**src/rtl/hsi_tx_sched.sv**
```systemverilog
// rtl/hsi_tx_sched.sv - HSI transmit scheduler: TM/SR arbitration, inter-frame gap, SR retry
// Optional WAIT_DONE watchdog enabled by defining HSI_TX_TIMEOUT_EN.
module hsi_tx_sched #(
    parameter int unsigned GAP_CYCLES     = 16,
    parameter int unsigned MAX_RETRY      = 3,
    parameter int unsigned TIMEOUT_CYCLES = 600000
) (
    input  logic       clk,
    input  logic       n_rst,
    input  logic       tm_tx_rdy,
    output logic       tm_tx_ack,
    input  logic       sr_tx_rdy,
    output logic       sr_tx_ack,
    input  logic       pre_tm,
    output logic       sr_repeat_req,
    output logic       sr_drop,
    output logic       tx_start,
    output logic       tx_sel,
    input  logic       tx_done,
    input  logic       tx_err,
    output logic       tx_abort,
    output logic       tx_active,
    output logic [7:0] err_cnt
);
    typedef enum logic [1:0] {
        IDLE      = 2'd0,
        START     = 2'd1,
        WAIT_DONE = 2'd2,
        GAP       = 2'd3
    } state_t;

    localparam logic [7:0] GAP_LOAD  = 8'(GAP_CYCLES);
    localparam logic [3:0] RETRY_MAX = 4'(MAX_RETRY);

    state_t     r_state, w_next_state;
    logic       r_sel, w_sel;
    logic [7:0] r_gap_cnt, w_gap_cnt;
    logic [3:0] r_retry, w_retry;
    logic [7:0] r_err_cnt, w_err_cnt;
    logic       r_tm_ack, r_sr_ack, r_tx_start, r_repeat, r_drop, r_active, r_abort;
    logic       w_tm_ack, w_sr_ack, w_tx_start, w_repeat, w_drop, w_abort;
    logic       w_complete, w_fail;

`ifdef HSI_TX_TIMEOUT_EN
    localparam logic [23:0] WDOG_LAST = 24'(TIMEOUT_CYCLES - 1);
    logic [23:0] r_wdog;

    always_ff @(posedge clk or negedge n_rst) begin
        if (!n_rst)
            r_wdog <= '0;
        else if (r_state != WAIT_DONE)
            r_wdog <= '0;
        else if (r_wdog != WDOG_LAST)
            r_wdog <= r_wdog + 24'd1;
    end

    // The abort pulse itself acts as the failed completion on the following edge.
    assign w_abort    = (r_state == WAIT_DONE) && !r_abort && !tx_done && (r_wdog == WDOG_LAST);
    assign w_complete = tx_done || r_abort;
    assign w_fail     = tx_err || r_abort;
`else
    logic w_unused_timeout;
    assign w_unused_timeout = ^(24'(TIMEOUT_CYCLES));
    assign w_abort    = 1'b0;
    assign w_complete = tx_done;
    assign w_fail     = tx_err;
`endif

    always_comb begin
        w_next_state = r_state;
        w_sel        = r_sel;
        w_gap_cnt    = r_gap_cnt;
        w_retry      = r_retry;
        w_err_cnt    = r_err_cnt;
        w_tm_ack     = 1'b0;
        w_sr_ack     = 1'b0;
        w_tx_start   = 1'b0;
        w_repeat     = 1'b0;
        w_drop       = 1'b0;
        case (r_state)
            IDLE: begin
                if (tm_tx_rdy) begin
                    w_next_state = START;
                    w_sel        = 1'b1;
                    w_tx_start   = 1'b1;
                    w_tm_ack     = 1'b1;
                end else if (sr_tx_rdy && !pre_tm) begin
                    w_next_state = START;
                    w_sel        = 1'b0;
                    w_tx_start   = 1'b1;
                    w_sr_ack     = 1'b1;
                end
            end
            START: w_next_state = WAIT_DONE;
            WAIT_DONE: begin
                if (w_complete) begin
                    w_next_state = GAP;
                    w_gap_cnt    = GAP_LOAD;
                    if (w_fail && r_err_cnt != 8'hFF)
                        w_err_cnt = r_err_cnt + 8'd1;
                    if (!r_sel) begin
                        if (!w_fail) begin
                            w_retry = 4'd0;
                        end else if (r_retry < RETRY_MAX) begin
                            w_repeat = 1'b1;
                            w_retry  = r_retry + 4'd1;
                        end else begin
                            w_drop  = 1'b1;
                            w_retry = 4'd0;
                        end
                    end
                end
            end
            GAP: begin
                if (r_gap_cnt <= 8'd1)
                    w_next_state = IDLE;
                else
                    w_gap_cnt = r_gap_cnt - 8'd1;
            end
            default: w_next_state = IDLE;
        endcase
    end

    always_ff @(posedge clk or negedge n_rst) begin
        if (!n_rst)
            r_state <= IDLE;
        else
            r_state <= w_next_state;
    end

    always_ff @(posedge clk or negedge n_rst) begin
        if (!n_rst) begin
            r_sel      <= 1'b0;
            r_gap_cnt  <= '0;
            r_retry    <= '0;
            r_err_cnt  <= '0;
            r_tm_ack   <= 1'b0;
            r_sr_ack   <= 1'b0;
            r_tx_start <= 1'b0;
            r_repeat   <= 1'b0;
            r_drop     <= 1'b0;
            r_active   <= 1'b0;
            r_abort    <= 1'b0;
        end else begin
            r_sel      <= w_sel;
            r_gap_cnt  <= w_gap_cnt;
            r_retry    <= w_retry;
            r_err_cnt  <= w_err_cnt;
            r_tm_ack   <= w_tm_ack;
            r_sr_ack   <= w_sr_ack;
            r_tx_start <= w_tx_start;
            r_repeat   <= w_repeat;
            r_drop     <= w_drop;
            r_active   <= (w_next_state != IDLE);
            r_abort    <= w_abort;
        end
    end

    assign tm_tx_ack     = r_tm_ack;
    assign sr_tx_ack     = r_sr_ack;
    assign tx_start      = r_tx_start;
    assign tx_sel        = r_sel;
    assign sr_repeat_req = r_repeat;
    assign sr_drop       = r_drop;
    assign tx_active     = r_active;
    assign tx_abort      = r_abort;
    assign err_cnt       = r_err_cnt;
endmodule
```
**config.mk**
```make
export PLATFORM = sky130hd
export DESIGN_NAME = hsi_tx_sched
export DESIGN_NICKNAME = d
export VERILOG_FILES = /design/src/rtl/hsi_tx_sched.sv
export SDC_FILE = /design/constraint.sdc
export NUM_CORES = 1
export LEC_CHECK = 0
export ABC_CLOCK_PERIOD_IN_PS = 2700
export CORE_AREA = 2 2 59 61
export DETAILED_ROUTE_END_ITERATION = 7
export DIE_AREA = 0 0 61 63
export DONT_BUFFER_PORTS = 1
export HOLD_SLACK_MARGIN = 0.1
export MAX_ROUTING_LAYER = met4
export PLACE_DENSITY = 0.59
export SLEW_MARGIN = 20
export SYNTH_ARGS = -nofsm -noshare
export SYNTH_HDL_FRONTEND = slang
export SYNTH_SLANG_ARGS = --single-unit
```
**constraint.sdc**
```tcl
create_clock -name clk -period 2.7 [get_ports clk]
set_clock_uncertainty 0.2 [all_clocks]
set_input_delay 0.54 -clock clk [delete_from_list [all_inputs] [get_ports clk]]
set_output_delay 0.54 -clock clk [all_outputs]
set_load 0.05 [all_outputs]
```
Yosys cells after proc, flatten, opt, wreduce, memory -nomap -nowiden
Cells that the tools add are included. W data, S select, Z words.

$lt $le $gt $ge: 2. Equality and inequality tests: 6. Add/sub/neg operators: 3. Mux-type cells: 29. Reductions and logical operators: 11. Bitwise logic cells: 1.

Operators with widths (count): $mux W1 (19); $mux W8 (2); $pmux W8 S2 (1); $reduce_and A3 Y1 (3); $add A8 B1 Y8 const B (1); $le A8 B1 Y1 const B (1); $mux W2 (4); $mux W4 (2); $ne A8 B8 Y1 const B (1); $pmux W2 S4 (1); $sub A8 B1 Y8 const B (1); $reduce_bool A2 Y1 (3); $add A4 B1 Y4 const B (1); $eq A2 B2 Y1 const B (2); $lt A4 B2 Y1 const B (1); $ne A2 B2 Y1 const B (2); $eq A2 B1 Y1 const B (1); $logic_and A1 B1 Y1 (2); $logic_not A2 Y1 (1); $reduce_and A2 Y1 (1); $logic_not A1 Y1 (1); $not A1 Y1 (1).

Word-level logic and storage cells: 63. Input bits: 7. Register bits after elaboration: 29. Output and inout bits: 16.

Logic depth before layout (Yosys ltp)
Depth after elaboration: 6. Mapped depth: 5. Gate-level depth less buffers: 5.

Worst setup path before layout
Ideal clock, no wire load.

Path kind: register to register. Start point: register r_err_cnt[0] (netlist: err_cnt[0]). End point: register r_err_cnt[1] (netlist: err_cnt[1]). Setup time: 0.125 ns. Period minus slack after synthesis: 2.078 ns. Slack: 0.622 ns. Required time: 2.375 ns. Arrival: 1.753 ns. Buffers on the path: 0. Cell stages (with the launch flop): 5. Cells stage by stage: dfrtp_1 > ha_1 > nand3_1 > o21ai_0 > mux2_2.

Longest elaborated chain between the ends: 3. Elaborated cells on any way between the ends: 4. Those cells by class: 1 x add/sub; 1 x eq/ne; 2 x reduce/logical.

RTL lines: start, declared (RTL line 39) `logic [7:0] r_err_cnt, w_err_cnt;`; start signal, assigned (RTL line 148) `r_err_cnt <= w_err_cnt;`; parallel branches: the longest is 3 deep, another holds $add A8 B1 Y8.

Several ways; the timed one is not identified. A chain may end at the register's enable or synchronous reset.

Worst setup path after layout
Start point: register r_err_cnt[3] (netlist: err_cnt[3]). End point: register r_err_cnt[1] (netlist: err_cnt[1]).

Longest elaborated chain between the ends: 3.

RTL lines: $ne A8 B8 Y1 (RTL line 99) `if (w_fail && r_err_cnt != 8'hFF)`; $logic_and A1 B1 Y1 (RTL line 99); $reduce_and A3 Y1 (no source line).

Every way passes these cells.

==> reports/results.txt <==
Area Overhead vs Synth: 12.2%
Setup TNS: 0 ns
Cell variety after synth: 40
leading area contributor after synthesis: dfrtp_1
via count: 1026
Pins Over Slew Limit: 0
Avg Cell Area, Syn: 10.4 um^2
critical path depth: 3
crit path cell chain: nand3_1 > o21ai_0 > mux2_2
critical path class: flip-flop to flip-flop
sequential share of the synthesized area: 0.520
Row Count: 21
Mapped Area: 1400 um^2
Power Density: 1110 nW/um^2
CP Data Required Time: 2.71 ns
CP bufs+invs: 0
arrival time at the worst endpoint: 2.11 ns
Worst-Skew Late Latency: 0.32 ns
vias per inst: 5.40
CTS tree: done
core box area: 3230 um^2
fin util: 0.484
ANT cells: 0
power share of the combinational group: 0.366
Placer Congestion: 0.845
slew margin rel.: 0.569
Final Critical Period: 2.10 ns
Sw Share: 0.443
clock network power share: 0.173
clk sinks: 29
Cells after Synth: 134
initial core utilization: 0.432
Slowest cell on crit path: dfrtp_1
cell-internal power: 967 uW
outcome: finished, final reports clean
cts bufs inserted: 5
routed length per placed instance: 14.2 um
Longest Clk Path Bufs: 2
Clock transition at path regs: 0.09 ns
unrepaired setup endpoints after global routing: no
Post-CTS Hold Fix Bufs: 3
switching power: 769 uW
initial antenna violation count: 0
max-cap violations: 0
post-route ant nets: 0
Yosys Warn Count: 0
worst min-delay path class: input port to flip-flop
worst-margin pin slew: 0.637 ns
Worst Setup Start Kind: flip-flop
Worst Hold Depth: 2
DRC viols: 0
Fin. Hold Viols: 0
Synth top area share: 0.520
register bit count reported by yosys: 29
crit share post-route: 0.777
delay-heaviest family, CP: flip-flops
Flop pwr share: 0.462
number of global-route vias before repair: 1002
GRT overflow: 0
first-pass GRT wire length: 4.52 mm
htree depth: 2
postcts setup bufs: 0
Root Driver: clkbuf_4
reg2reg setup slack: 0.60 ns
nets: 154
top cells by area, synth: dfrtp_1 52%, mux2_2 4.0%, ha_1 3.6%, o21ai_0 3.6%, nand2_1 3.5%
Total GRT Usage: 0.167
max frequency: 477 MHz
Critical Path End Type: flip-flop
quantity of gates resized following cts: 0
syn nets: 145
most common cell after layout, fill and taps aside: dfrtp_1
R2R depth: 3
Die Height: 63 um
layout cells sized above 1: 0.139
IO Pins: 23
drt first pass iters: 4
most frequent cells in the layout: 29 x dfrtp_1, 13 x nand2_1, 10 x o21ai_0
Lkg Pwr: 0.000694 uW
port bufs: 0
Die ar.: 3840 um^2
1st-iter DRT viols: 48
Chip Width: 61 um
Post-Route WL: 2.69 mm
maximum fanout along the worst path: 7
Max IR drop VDD: 0.430 mV
Slowest Stage Delay on Critical Path: 0.73 ns
final setup fails: 0
largest net degree at the start of global routing: 30
DP Wirelength: 1.94 mm
-- state kept, by name, indices dropped and copies added, names as in the netlist, 2 cells and up --
register	cells
r_state	2
r_gap_cnt	8
err_cnt	8
r_retry	4
-- metal layers --
layer,global-route usage,wire [um]
met4,0.0652,53
met2,0.257,1340
met5,-,0
met3,0.0642,146
met1,0.195,1150
-- cell families after synthesis --
kind of cell	count (synthesis)	synth area share
AOI/OAI and AO/OA	26	0.122
muxes	8	0.0619
other	1	0.00269
buffers and inverters	10	0.0305
xor gates and xnor gates	1	0.00628
and+or+nand+nor	55	0.221
DFF	29	0.520
adders and majority gates	4	0.0359
-- power by group through the flow --
stage / combinational (uW) / sequential [uW] / clock [uW]
2_1_floorplan: 439 / 844 / 0
3_3_place_gp: 614 / 807 / 0
3_5_place_dp: 629 / 807 / 0
4_1_cts: 642 / 801 / 312
5_1_grt: 713 / 830 / 332
6_report: 635 / 801 / 300
-- synth_stat cells (all sizes together) --
library cell and number:
or4 2, clkbuf 2, ha 4, nor3 7
dfrtp 29, mux2 5, inv 6, nand2b 1
buf 2, nor4b 1, xnor2 1, or2 2
nand3 5, nor4 1, nand2 13, o211ai 1
o2111ai 2, a21o 1, and2 2, a21oi 4
nor2b 3, o311ai 2, nor2 7, mux2i 3
nand4 2, a211oi 2, nand4b 1, o21bai 1
nand4bb 1, nor4bb 2, o21ai 10, conb 1
nand3b 2, or3 1, and4b 1, o31ai 2
and4 1, a21boi 1
-- final cells by class --
cell class / count / area, um^2
fillers: 310 / 1670
flip-flops and latches: 29 / 726
multi-input cells: 95 / 627
clock buffers: 7 / 65.1
repair buffers: 6 / 62.6
well taps: 46 / 57.6
inverters: 6 / 22.5
clock inverters: 1 / 5.00
-- metrics by stage --
stage               instance area (um^2)  hold slack [ns]  power, uW  instances  setup WS (ns)
floorplan                           1400           0.0444       1280        134          0.622
global placement                    1460           0.0451       1420        179          0.705
detailed placement                  1460           0.0452       1440        179          0.606
CTS                                 1570            0.137       1760        190          0.593
global route                        1570            0.154       1870        190          0.465
finish                              1570            0.153       1740        190          0.603
-- path summary, 6_finish.rpt --
kind | start | to
max in group asynchronous | n_rst | err_cnt[5]$_DFFE_PN0P_
min reg2reg | r_retry[0]$_DFFE_PN0P_ | r_retry[0]$_DFFE_PN0P_
min in group asynchronous | n_rst | sr_tx_ack$_DFF_PN0_
max reg2reg | err_cnt[3]$_DFFE_PN0P_ | err_cnt[1]$_DFFE_PN0P_
max | err_cnt[3]$_DFFE_PN0P_ | err_cnt[1]$_DFFE_PN0P_
min | tx_err | sr_repeat_req$_DFF_PN0_
Note: power is estimated with default switching activity, not from simulation.
